===== config.mk =====
export PLATFORM = sky130hd
export DESIGN_NAME = ram_arbiter
export DESIGN_NICKNAME = d
export VERILOG_FILES = /design/src/rtl/ram_arbiter.sv
export SDC_FILE = /design/constraint.sdc
export NUM_CORES = 1
export LEC_CHECK = 0
export CAP_MARGIN = 0
export CORE_ASPECT_RATIO = 1.4
export CORE_MARGIN = 2
export CORE_UTILIZATION = 25
export CTS_CLUSTER_DIAMETER = 100
export DETAILED_ROUTE_END_ITERATION = 16
export PLACE_DENSITY_LB_ADDON = 0.12
export SYNTH_ARGS = -nofsm -noshare
export SYNTH_HDL_FRONTEND = slang
export SYNTH_SLANG_ARGS = --single-unit

===== constraint.sdc =====
create_clock -name clk_i -period 1.66 [get_ports clk_i]
set_input_delay 0.332 -clock clk_i [delete_from_list [all_inputs] [get_ports clk_i]]
set_output_delay 0.332 -clock clk_i [all_outputs]
set_load 0.02 [all_outputs]

===== src/rtl/ram_arbiter.sv =====
// ram_arbiter: shares one single-port synchronous RAM between two requesters.
// Every access walks IDLE -> ACCESS -> DONE, so the RAM serves at most one access
// per three cycles. Simultaneous requests are settled round-robin, or in favour
// of port A when FIXED_PRIO is set. All outputs come straight from flops.
module ram_arbiter #(
  parameter int unsigned ADDR_W     = 8,
  parameter int unsigned DATA_W     = 8,
  parameter bit          FIXED_PRIO = 1'b0
) (
  input  logic              clk_i,
  input  logic              rst_i,

  // Port A: CPU load/store path
  input  logic              a_req_i,
  input  logic              a_we_i,
  input  logic [ADDR_W-1:0] a_addr_i,
  input  logic [DATA_W-1:0] a_wdata_i,
  output logic              a_gnt_o,
  output logic              a_done_o,
  output logic [DATA_W-1:0] a_rdata_o,

  // Port B: I/O engine
  input  logic              b_req_i,
  input  logic              b_we_i,
  input  logic [ADDR_W-1:0] b_addr_i,
  input  logic [DATA_W-1:0] b_wdata_i,
  output logic              b_gnt_o,
  output logic              b_done_o,
  output logic [DATA_W-1:0] b_rdata_o,

  // RAM side
  output logic [ADDR_W-1:0] mem_addr_o,
  output logic [DATA_W-1:0] mem_wdata_o,
  output logic              mem_we_o,
  input  logic [DATA_W-1:0] mem_rdata_i
);

  typedef enum logic [1:0] {StIdle, StAccess, StDone} state_e;

  state_e state_q, state_d;

  // Owner of the transaction in flight (1 = B) and of the last completed one.
  logic owner_b_q, owner_b_d;
  logic last_b_q, last_b_d;

  logic any_req;
  logic pick_b;

  logic              a_gnt_q, a_gnt_d;
  logic              a_done_q, a_done_d;
  logic [DATA_W-1:0] a_rdata_q, a_rdata_d;
  logic              b_gnt_q, b_gnt_d;
  logic              b_done_q, b_done_d;
  logic [DATA_W-1:0] b_rdata_q, b_rdata_d;
  logic [ADDR_W-1:0] mem_addr_q, mem_addr_d;
  logic [DATA_W-1:0] mem_wdata_q, mem_wdata_d;
  logic              mem_we_q, mem_we_d;

  // Arbitration: a lone requester wins; a tie goes to A (fixed) or away from the last owner.
  always_comb begin
    any_req = a_req_i | b_req_i;
    if (a_req_i && b_req_i) begin
      pick_b = FIXED_PRIO ? 1'b0 : ~last_b_q;
    end else begin
      pick_b = b_req_i;
    end
  end

  // State register.
  always_ff @(posedge clk_i or posedge rst_i) begin
    if (rst_i) begin
      state_q <= StIdle;
    end else begin
      state_q <= state_d;
    end
  end

  // Next-state logic: fixed three-step walk once a request has been accepted.
  always_comb begin
    state_d = state_q;
    case (state_q)
      StIdle: begin
        if (any_req) begin
          state_d = StAccess;
        end
      end
      StAccess: state_d = StDone;
      StDone:   state_d = StIdle;
      default:  state_d = StIdle;
    endcase
  end

  // Output next-state logic: every output is a flop, so this computes its D input.
  always_comb begin
    owner_b_d   = owner_b_q;
    last_b_d    = last_b_q;
    a_gnt_d     = a_gnt_q;
    a_done_d    = a_done_q;
    a_rdata_d   = a_rdata_q;
    b_gnt_d     = b_gnt_q;
    b_done_d    = b_done_q;
    b_rdata_d   = b_rdata_q;
    mem_addr_d  = mem_addr_q;
    mem_wdata_d = mem_wdata_q;
    mem_we_d    = mem_we_q;

    case (state_q)
      StIdle: begin
        a_gnt_d  = 1'b0;
        b_gnt_d  = 1'b0;
        a_done_d = 1'b0;
        b_done_d = 1'b0;
        mem_we_d = 1'b0;
        // The winner's request is captured here and never looked at again.
        if (any_req) begin
          owner_b_d   = pick_b;
          a_gnt_d     = ~pick_b;
          b_gnt_d     = pick_b;
          mem_addr_d  = pick_b ? b_addr_i  : a_addr_i;
          mem_wdata_d = pick_b ? b_wdata_i : a_wdata_i;
          mem_we_d    = pick_b ? b_we_i    : a_we_i;
        end
      end
      StAccess: begin
        // RAM samples at the end of this cycle; write strobe lasts exactly one cycle.
        mem_we_d = 1'b0;
        a_done_d = ~owner_b_q;
        b_done_d = owner_b_q;
        // mem_we_q still reflects the transaction type during ACCESS.
        if (!mem_we_q) begin
          if (owner_b_q) begin
            b_rdata_d = mem_rdata_i;
          end else begin
            a_rdata_d = mem_rdata_i;
          end
        end
      end
      StDone: begin
        a_gnt_d  = 1'b0;
        b_gnt_d  = 1'b0;
        a_done_d = 1'b0;
        b_done_d = 1'b0;
        last_b_d = owner_b_q;
      end
      default: begin
        a_gnt_d  = 1'b0;
        b_gnt_d  = 1'b0;
        a_done_d = 1'b0;
        b_done_d = 1'b0;
        mem_we_d = 1'b0;
      end
    endcase
  end

  // Output and bookkeeping registers; reset clears everything and hands the first tie to A.
  always_ff @(posedge clk_i or posedge rst_i) begin
    if (rst_i) begin
      owner_b_q   <= 1'b0;
      last_b_q    <= 1'b1;
      a_gnt_q     <= 1'b0;
      a_done_q    <= 1'b0;
      a_rdata_q   <= '0;
      b_gnt_q     <= 1'b0;
      b_done_q    <= 1'b0;
      b_rdata_q   <= '0;
      mem_addr_q  <= '0;
      mem_wdata_q <= '0;
      mem_we_q    <= 1'b0;
    end else begin
      owner_b_q   <= owner_b_d;
      last_b_q    <= last_b_d;
      a_gnt_q     <= a_gnt_d;
      a_done_q    <= a_done_d;
      a_rdata_q   <= a_rdata_d;
      b_gnt_q     <= b_gnt_d;
      b_done_q    <= b_done_d;
      b_rdata_q   <= b_rdata_d;
      mem_addr_q  <= mem_addr_d;
      mem_wdata_q <= mem_wdata_d;
      mem_we_q    <= mem_we_d;
    end
  end

  assign a_gnt_o     = a_gnt_q;
  assign a_done_o    = a_done_q;
  assign a_rdata_o   = a_rdata_q;
  assign b_gnt_o     = b_gnt_q;
  assign b_done_o    = b_done_q;
  assign b_rdata_o   = b_rdata_q;
  assign mem_addr_o  = mem_addr_q;
  assign mem_wdata_o = mem_wdata_q;
  assign mem_we_o    = mem_we_q;

  // Structural invariants of the sequencing.
  a_gnt_onehot: assert property (@(posedge clk_i) disable iff (rst_i)
    !(a_gnt_o && b_gnt_o));
  a_no_gnt_in_idle: assert property (@(posedge clk_i) disable iff (rst_i)
    (state_q == StIdle) |-> !(a_gnt_o || b_gnt_o));
  a_we_only_in_access: assert property (@(posedge clk_i) disable iff (rst_i)
    mem_we_o |-> (state_q == StAccess));

endmodule


# Yosys cells after proc, flatten, opt, wreduce, memory -nomap -nowiden
# Cells that the tools add are included.
# word_totals
regBits,41
in_bits,46
out_inout_bits,37
elab_cells,39
# classes
n_eq_ne,3
n_mux,14
bitwise_logic,5
n_reduce_logical,5
# ops
cell,n
$mux W8,2
$mux W1,7
$pmux W1 S2,3
$reduce_and A3 Y1,2
$not A1 Y1,4
$pmux W2 S2,1
$eq A2 B1 Y1 const B,1
$eq A2 B2 Y1 const B,1
$logic_not A2 Y1,1
$mux W2,1
$ne A2 B2 Y1 const B,1
$reduce_and A2 Y1,1
$logic_and A1 B1 Y1,1
$or A1 B1 Y1,1

# Longest topological paths before layout
# Gate-level depths: netlist of the first run.
# logic_depth
depth_word,5
mapped_depth,4
ltp_nobuf,3

# Worst setup path after synthesis of the first run
# Ideal clock, no wire load.
# synth_timing
path_type,register to register
from,reg last_b_q
to,reg mem_addr_q[0] (netlist: mem_addr_o[0])
setup_ns,0.125
arrival_ns,1.354
t_required_ns,1.535
slack_ns,0.180
stages_incl_launch_ff,5
n_path_buf,1
synth_period_minus_slack_ns,1.480
path_cell_list,dfstp_2 a21bo_1 buf_6 mux2_4 mux2_4
# synth_via
elab_chain_len,3
# synth_lines
item,line,rtl
start: declaration,44,"logic last_b_q, last_b_d;"
start signal: assignment,171,last_b_q <= last_b_d;
$not A1 Y1,63,pick_b = FIXED_PRIO ? 1'b0 : ~last_b_q;
$mux W1,62,if (a_req_i && b_req_i) begin
$mux W8,119,mem_addr_d = pick_b ? b_addr_i : a_addr_i;
end signal: assignment,178,mem_addr_q <= mem_addr_d;
end: declaration,55,"logic [ADDR_W-1:0] mem_addr_q, mem_addr_d;"
# Every way passes these cells.
# A chain may end at the register's enable or synchronous reset.

# Final worst setup path of the first run
# layout_timing
from,reg mem_wdata_q[2] (netlist: mem_wdata_o[2])
to,out mem_wdata_o[2]
# layout_rtl
item,line,rtl
start: declaration,56,"logic [DATA_W-1:0] mem_wdata_q, mem_wdata_d;"
start signal: assignment,179,mem_wdata_q <= mem_wdata_d;
end: declaration,33,"output logic [DATA_W-1:0] mem_wdata_o,"
# No word-level cell between the ends.

==> results.md, run 1 <==
- DP Wirelength: 3.16 mm
- Vias in the first global route: 1421
- GR Util All Layers: 11.2%
- Worst-Margin Slew: 267 ps
- WL met1: 1.76 mm
- Worst VDD drop: 0.000833 V
- Leakage: 1.32 nW
- Nature of the critical path startpoint: register
- Most frequent cells in the layout: clkdlybuf4s50_1 (81), dfrtp_1 (40), mux2_4 (32)
- Switch Pwr: 1.94 mW
- CP bufs+invs: 1
- Area Overhead vs Synth: 59.3%
- Crit path required time: 1330 ps
- Width of the die: 77.2 µm
- Crit path capture type: primary output
- Distinct cell type count of the synthesized netlist: 19
- Pins Over Slew Limit: 0
- Antenna violations before repair: 0
- Largest net degree at the start of global routing: 42
- # DRC: 0
- Logic pwr share: 54.3%
- Crit Path Class: register to primary output
- HP Class: input port to async pin
- Yosys reg bits: 41
- I/O pin cnt: 83
- Overflow after GRT: 0
- CTS Buffer Depth: 2
- CTS root buf: clkbuf_8
- Worst Skew: 9.10 ps
- # port buffers: 82
- Max incr delay on CP: 620 ps
- # fillers: 705
- Net count after synthesis: 161
- Fmax: 620 MHz
- RSZ-0062 raised after global routing: no
- Top Metal Used: met4
- Starting Density: 25.6%
- Synth warn: 0
- Layout cells sized above 1: 33.5%
- Most common cell after layout, fill and taps aside: clkdlybuf4s50_1
- Net Sw Frac: 35.4%
- Critical path cell sequence: clkdlybuf4s50_1
- Maxcap violations: 0
- Ant diodes: 0
- Die Area: 8210 µm²
- First-pass GRT wire length: 7.23 mm
- Setup TNS: 0 ps
- Number of CTS-inserted buffers: 5
- Met3 wire length: 288 µm
- Period utilization: 97.2%
- Worst EP arrival: 1280 ps
- Sequential area share after synthesis: 54.8%
- Worst Path Max Fanout: 2
- Pre-antenna DRT Iters: 4
- Async SR Flop Fraction: 100%
- Pwr Density: 1840 nW/µm²
- Final setup fails: 0
- CTS tree: yes
- Area occupied by multi-input gates: 803 µm²
- 1st-iter DRT viols: 18
- Status: completed
- CP delay by family, top: buffers and inverters
- Vias post-DR: 1265
- Final Power: 5.49 mW
- Power share of the clock group: 12.5%
- Post-route ant nets: 0
- Cell Rows: 37
- Post-CTS setup buffer count: 0
- Die Ht: 106 µm
- Routed wire length: 4.38 mm
- Reg2Reg Setup Slack: 100 ps
- Clk_lat worst skew: 290 ps
- Post-synth EDFFs: 0
- Reg clk slew, reported paths: 90 ps
- Cell Area, Synth: 1870 µm²
- Core Area: 7310 µm²
- Cell area after layout: 2980 µm²
- Final hold vios: 0
- Vias/cell: 4.13
- Clock Sinks: 41
- Syn Inst Count: 115
- P_int: 3.55 mW
- Worst rel slew slack: 82.1%
- WL/cell: 14.3 µm
- Syn_area_per_cell: 16.3 µm²
- Placed Cells: 298
- Seq pwr share: 33.2%
- Final Wtd Congestion: 0.690
- H-tree depth: 2
- Top_reg_cell synth: dfrtp_1
- Register Area: 1030 µm²
- # nets final: 254
- Area post-placement: 2890 µm²
- Slowest cell on crit path: clkdlybuf4s50_1
- Post-layout util: 40.8%
- Final cell count without fillers: 306
- Metal2 WL: 2.27 mm
- Fin crit period: 1610 ps
[tightest hold or removal path: cells and delay by family]
kind	cells	cell delay, ps
buffers and inverters	3	730
[layer usage]
| metal | track usage [%] | vias to the layer above |
|---|---|---|
| met4 | 4.72 | 0 |
| met5 | 0 | - |
| met2 | 18.6 | 51 |
| li1 | - | 588 |
| met1 | 13.8 | 622 |
| met3 | 2.89 | 4 |
[metrics by stage]
step | hold WS, ps | setup WS (ps)
floorplan | 456 | 180
global placement | 481 | -230
detailed placement | 485 | -249
CTS | 388 | 16.4
global route | 416 | 4.25
finish | 386 | 47.1
[power by group through the flow]
stage	combinational, mW	clock, mW	sequential (mW)
floorplan	1.12	0	2.36
global placement	2.97	0	1.81
detailed placement	3.02	0	1.83
CTS	3.03	0.732	1.82
global route	3.14	0.764	1.89
finish	2.98	0.688	1.82
[cells in the mapped netlist, types with 2 or more instances]
| master | instances | share of area (%) |
|---|---|---|
| dfrtp_1 | 40 | 53 |
| mux2_4 | 32 | 26 |
| mux2_2 | 17 | 10 |
| inv_1 | 4 | 0.80 |
| nor2_1 | 4 | 0.80 |
| buf_2 | 2 | 0.53 |
| buf_6 | 2 | 1.2 |
| nand2_1 | 2 | 0.40 |
| nor3_4 | 2 | 1.7 |
[final timing paths]
| path | start | to | depth (start not counted) |
|---|---|---|---|
| worst max register to register | last_b_q | mem_wdata_o[4] | 4 |
| worst max-delay path | mem_wdata_o[2] | mem_wdata_o[2] | 1 |
| worst min-delay path | rst_i | a_rdata_o[5] | 3 |
| max in group asynchronous | rst_i | last_b_q | 3 |
| worst min register to register | last_b_q | last_b_q | 2 |
| min in group clk_i | last_b_q | last_b_q | 2 |
[state kept, by name, summed over array words and instances, names as in the netlist]
name,count
a_done_o,1
a_gnt_o,1
a_rdata_o,8
b_done_o,1
b_gnt_o,1
b_rdata_o,8
last_b_q,1
mem_addr_o,8
mem_wdata_o,8
mem_we_o,1
owner_b_q,1
state_q,2
[repair_timing]
item | 4_1_cts | 5_1_grt
endpoints found under the setup margin | 0 | 1
resized for setup | 0 | 1
hold buffers | 0 | 0
[layout make-up]
class                   count  share of cell area (%)
inverters                   4                   0.503
flip-flops and latches     41                    34.4
repair buffers             90                    30.9
clock inverters             2                   0.461
clock buffers               6                    2.77
well taps                  97                    4.07
multi-input cells          66                    26.9
[cell families (layout without fill, tap and decap cells)]
family / after synthesis / after routing / synth area share (%)
flip-flops: 41 / 41 / 54.8
buffers and inverters: 8 / 102 / 2.54
AND/OR/NAND/NOR: 11 / 11 / 4.01
multiplexers: 50 / 50 / 36.4
AO/OA/AOI/OAI: 5 / 5 / 2.20
(Power assumes the default switching activity.)
==> inputs of run 2 (changes only) <==
--- a/config.mk
+++ b/config.mk
@@ -10,6 +10,7 @@
 export CORE_MARGIN = 2
 export CORE_UTILIZATION = 25
 export CTS_CLUSTER_DIAMETER = 100
+export CTS_CLUSTER_SIZE = 8
 export DETAILED_ROUTE_END_ITERATION = 16
 export PLACE_DENSITY_LB_ADDON = 0.12
 export SYNTH_ARGS = -nofsm -noshare
==> results of run 2 <==
Same layout as run 1: the final DEF is identical, and so are final timing and power.
==> inputs of run 3 (changes only) <==
--- a/config.mk
+++ b/config.mk
@@ -13,6 +13,7 @@
 export CTS_CLUSTER_SIZE = 8
 export DETAILED_ROUTE_END_ITERATION = 16
 export PLACE_DENSITY_LB_ADDON = 0.12
+export RECOVER_POWER = 25
 export SYNTH_ARGS = -nofsm -noshare
 export SYNTH_HDL_FRONTEND = slang
 export SYNTH_SLANG_ARGS = --single-unit
==> run 3 against run 2 <==
Effect of this change:
- register-to-register slack about the same
- via count about the same
- largest power group unchanged
- die area unchanged
- power is 0.10% lower
==> results.md, run 3 (same netlist as run 1, synthesis figures left out) <==
- Status: completed
- # fillers: 707
- Worst EP arrival: 1280 ps
- Starting Density: 25.6%
- Crit Path Class: register to primary output
- Area Overhead vs Synth: 58.5%
- Worst Skew: 9.10 ps
- Worst rel slew slack: 31.5%
- Max incr delay on CP: 620 ps
- Die Area: 8210 µm²
- Worst VDD drop: 0.000834 V
- Most frequent cells in the layout: clkdlybuf4s50_1 (81), dfrtp_1 (40), mux2_4 (32)
- Pre-CTS setup slack: -249 ps
- CP Depth: 1
- GR Util All Layers: 11.2%
- # nets final: 254
- CTS root buf: clkbuf_8
- Vias post-DR: 1266
- Crit path capture type: primary output
- Worst-Margin Slew: 1030 ps
- Core Area: 7310 µm²
- Overflow after GRT: 0
- Final hold vios: 0
- Maxcap violations: 0
- Fmax: 620 MHz
- I/O pin cnt: 83
- Nature of the critical path startpoint: register
- Final Power: 5.49 mW
- Die Ht: 106 µm
- Final Wtd Congestion: 0.690
- H-tree depth: 2
- Logic pwr share: 54.3%
- CTS Buffer Depth: 2
- WL/cell: 14.3 µm
- CP delay by family, top: buffers and inverters
- Cell area after layout: 2970 µm²
- Critical path cell sequence: clkdlybuf4s50_1
- Cell Rows: 37
- CTS tree: yes
- Reg clk slew, reported paths: 80 ps
- Placed Cells: 298
- Clock Sinks: 41
- Post-route ant nets: 0
- RSZ-0062 raised after global routing: no
- Layout cells sized above 1: 33.5%
- Fin crit period: 1610 ps
- Clk_lat worst skew: 290 ps
- Area occupied by multi-input gates: 803 µm²
- Pins Over Slew Limit: 0
- # DRC: 0
- Register Area: 1030 µm²
- Hold Path Cell Cnt: 2
- Setup TNS: 0 ps
- Worst Path Max Fanout: 2
- Final cell count without fillers: 306
- Largest net degree at the start of global routing: 42
- R2R depth: 4
- Period utilization: 97.2%
- 1st-iter DRT viols: 18
- DP Wirelength: 3.16 mm
- Leakage: 1.31 nW
- Number of CTS-inserted buffers: 5
- CP bufs+invs: 1
- HP Class: register to register
- # port buffers: 82
- Post-layout util: 40.6%
- Ant diodes: 0
- Vias in the first global route: 1421
- Switch Pwr: 1.94 mW
- Pre-antenna DRT Iters: 4
- Vias/cell: 4.14
- Slowest cell on crit path: clkdlybuf4s50_1
- Fin Hold WS: 501 ps
- Crit path required time: 1330 ps
- Area post-placement: 2890 µm²
- CTS Hold Bufs: 0
- Most common cell after layout, fill and taps aside: clkdlybuf4s50_1
- Antenna violations before repair: 0
- Routed wire length: 4.37 mm
- Seq pwr share: 33.2%
- Final setup fails: 0
- Net Sw Frac: 35.4%
- Power share of the clock group: 12.5%
- Pwr Density: 1850 nW/µm²
- Final worst-path setup slack: 47.1 ps
- P_int: 3.55 mW
- First-pass GRT wire length: 7.23 mm
- Width of the die: 77.2 µm
[run 3: path summary, 6_finish.rpt]
kind | from | endpoint | slack [ps]
min reg2reg | last_b_q | last_b_q | 500
max reg2reg | last_b_q | mem_wdata_o[4] | 100
min in group asynchronous | rst_i | a_rdata_o[5] | 670
min | last_b_q | last_b_q | 500
max | mem_wdata_o[2] | mem_wdata_o[2] | 50
max in group asynchronous | rst_i | a_rdata_o[7] | 360
[run 3: area by class of cell]
cell class              instances  share of cell area (%)
flip-flops and latches         41                    34.6
repair buffers                 90                    30.5
multi-input cells              66                    27.1
well taps                      97                    4.09
clock buffers                   6                    2.78
inverters                       4                   0.506
clock inverters                 2                   0.464
[run 3: power by group through the flow]
stage	Sequential (mW)	Clock [mW]	Combinational [mW]
6_report	1.82	0.688	2.98
3_3_place_gp	1.81	0	2.97
5_1_grt	1.89	0.764	3.14
4_1_cts	1.82	0.732	3.03
3_5_place_dp	1.83	0	3.02
2_1_floorplan	2.36	0	1.12
[run 3: what timing repair did]
action                                  CTS  global route
buffers inserted                          0             0
hold endpoints to repair                  0             0
endpoints found under the setup margin    0             1
resized for setup                         0             1
[run 3: layer usage]
layer  routed length (µm)  vias up  track usage (%)
li1                     -      589                -
met1                 1760      622             13.8
met2                 2270       51             18.6
met3                  288        4             2.89
met4                   51        0             4.72
met5                    0        -                0
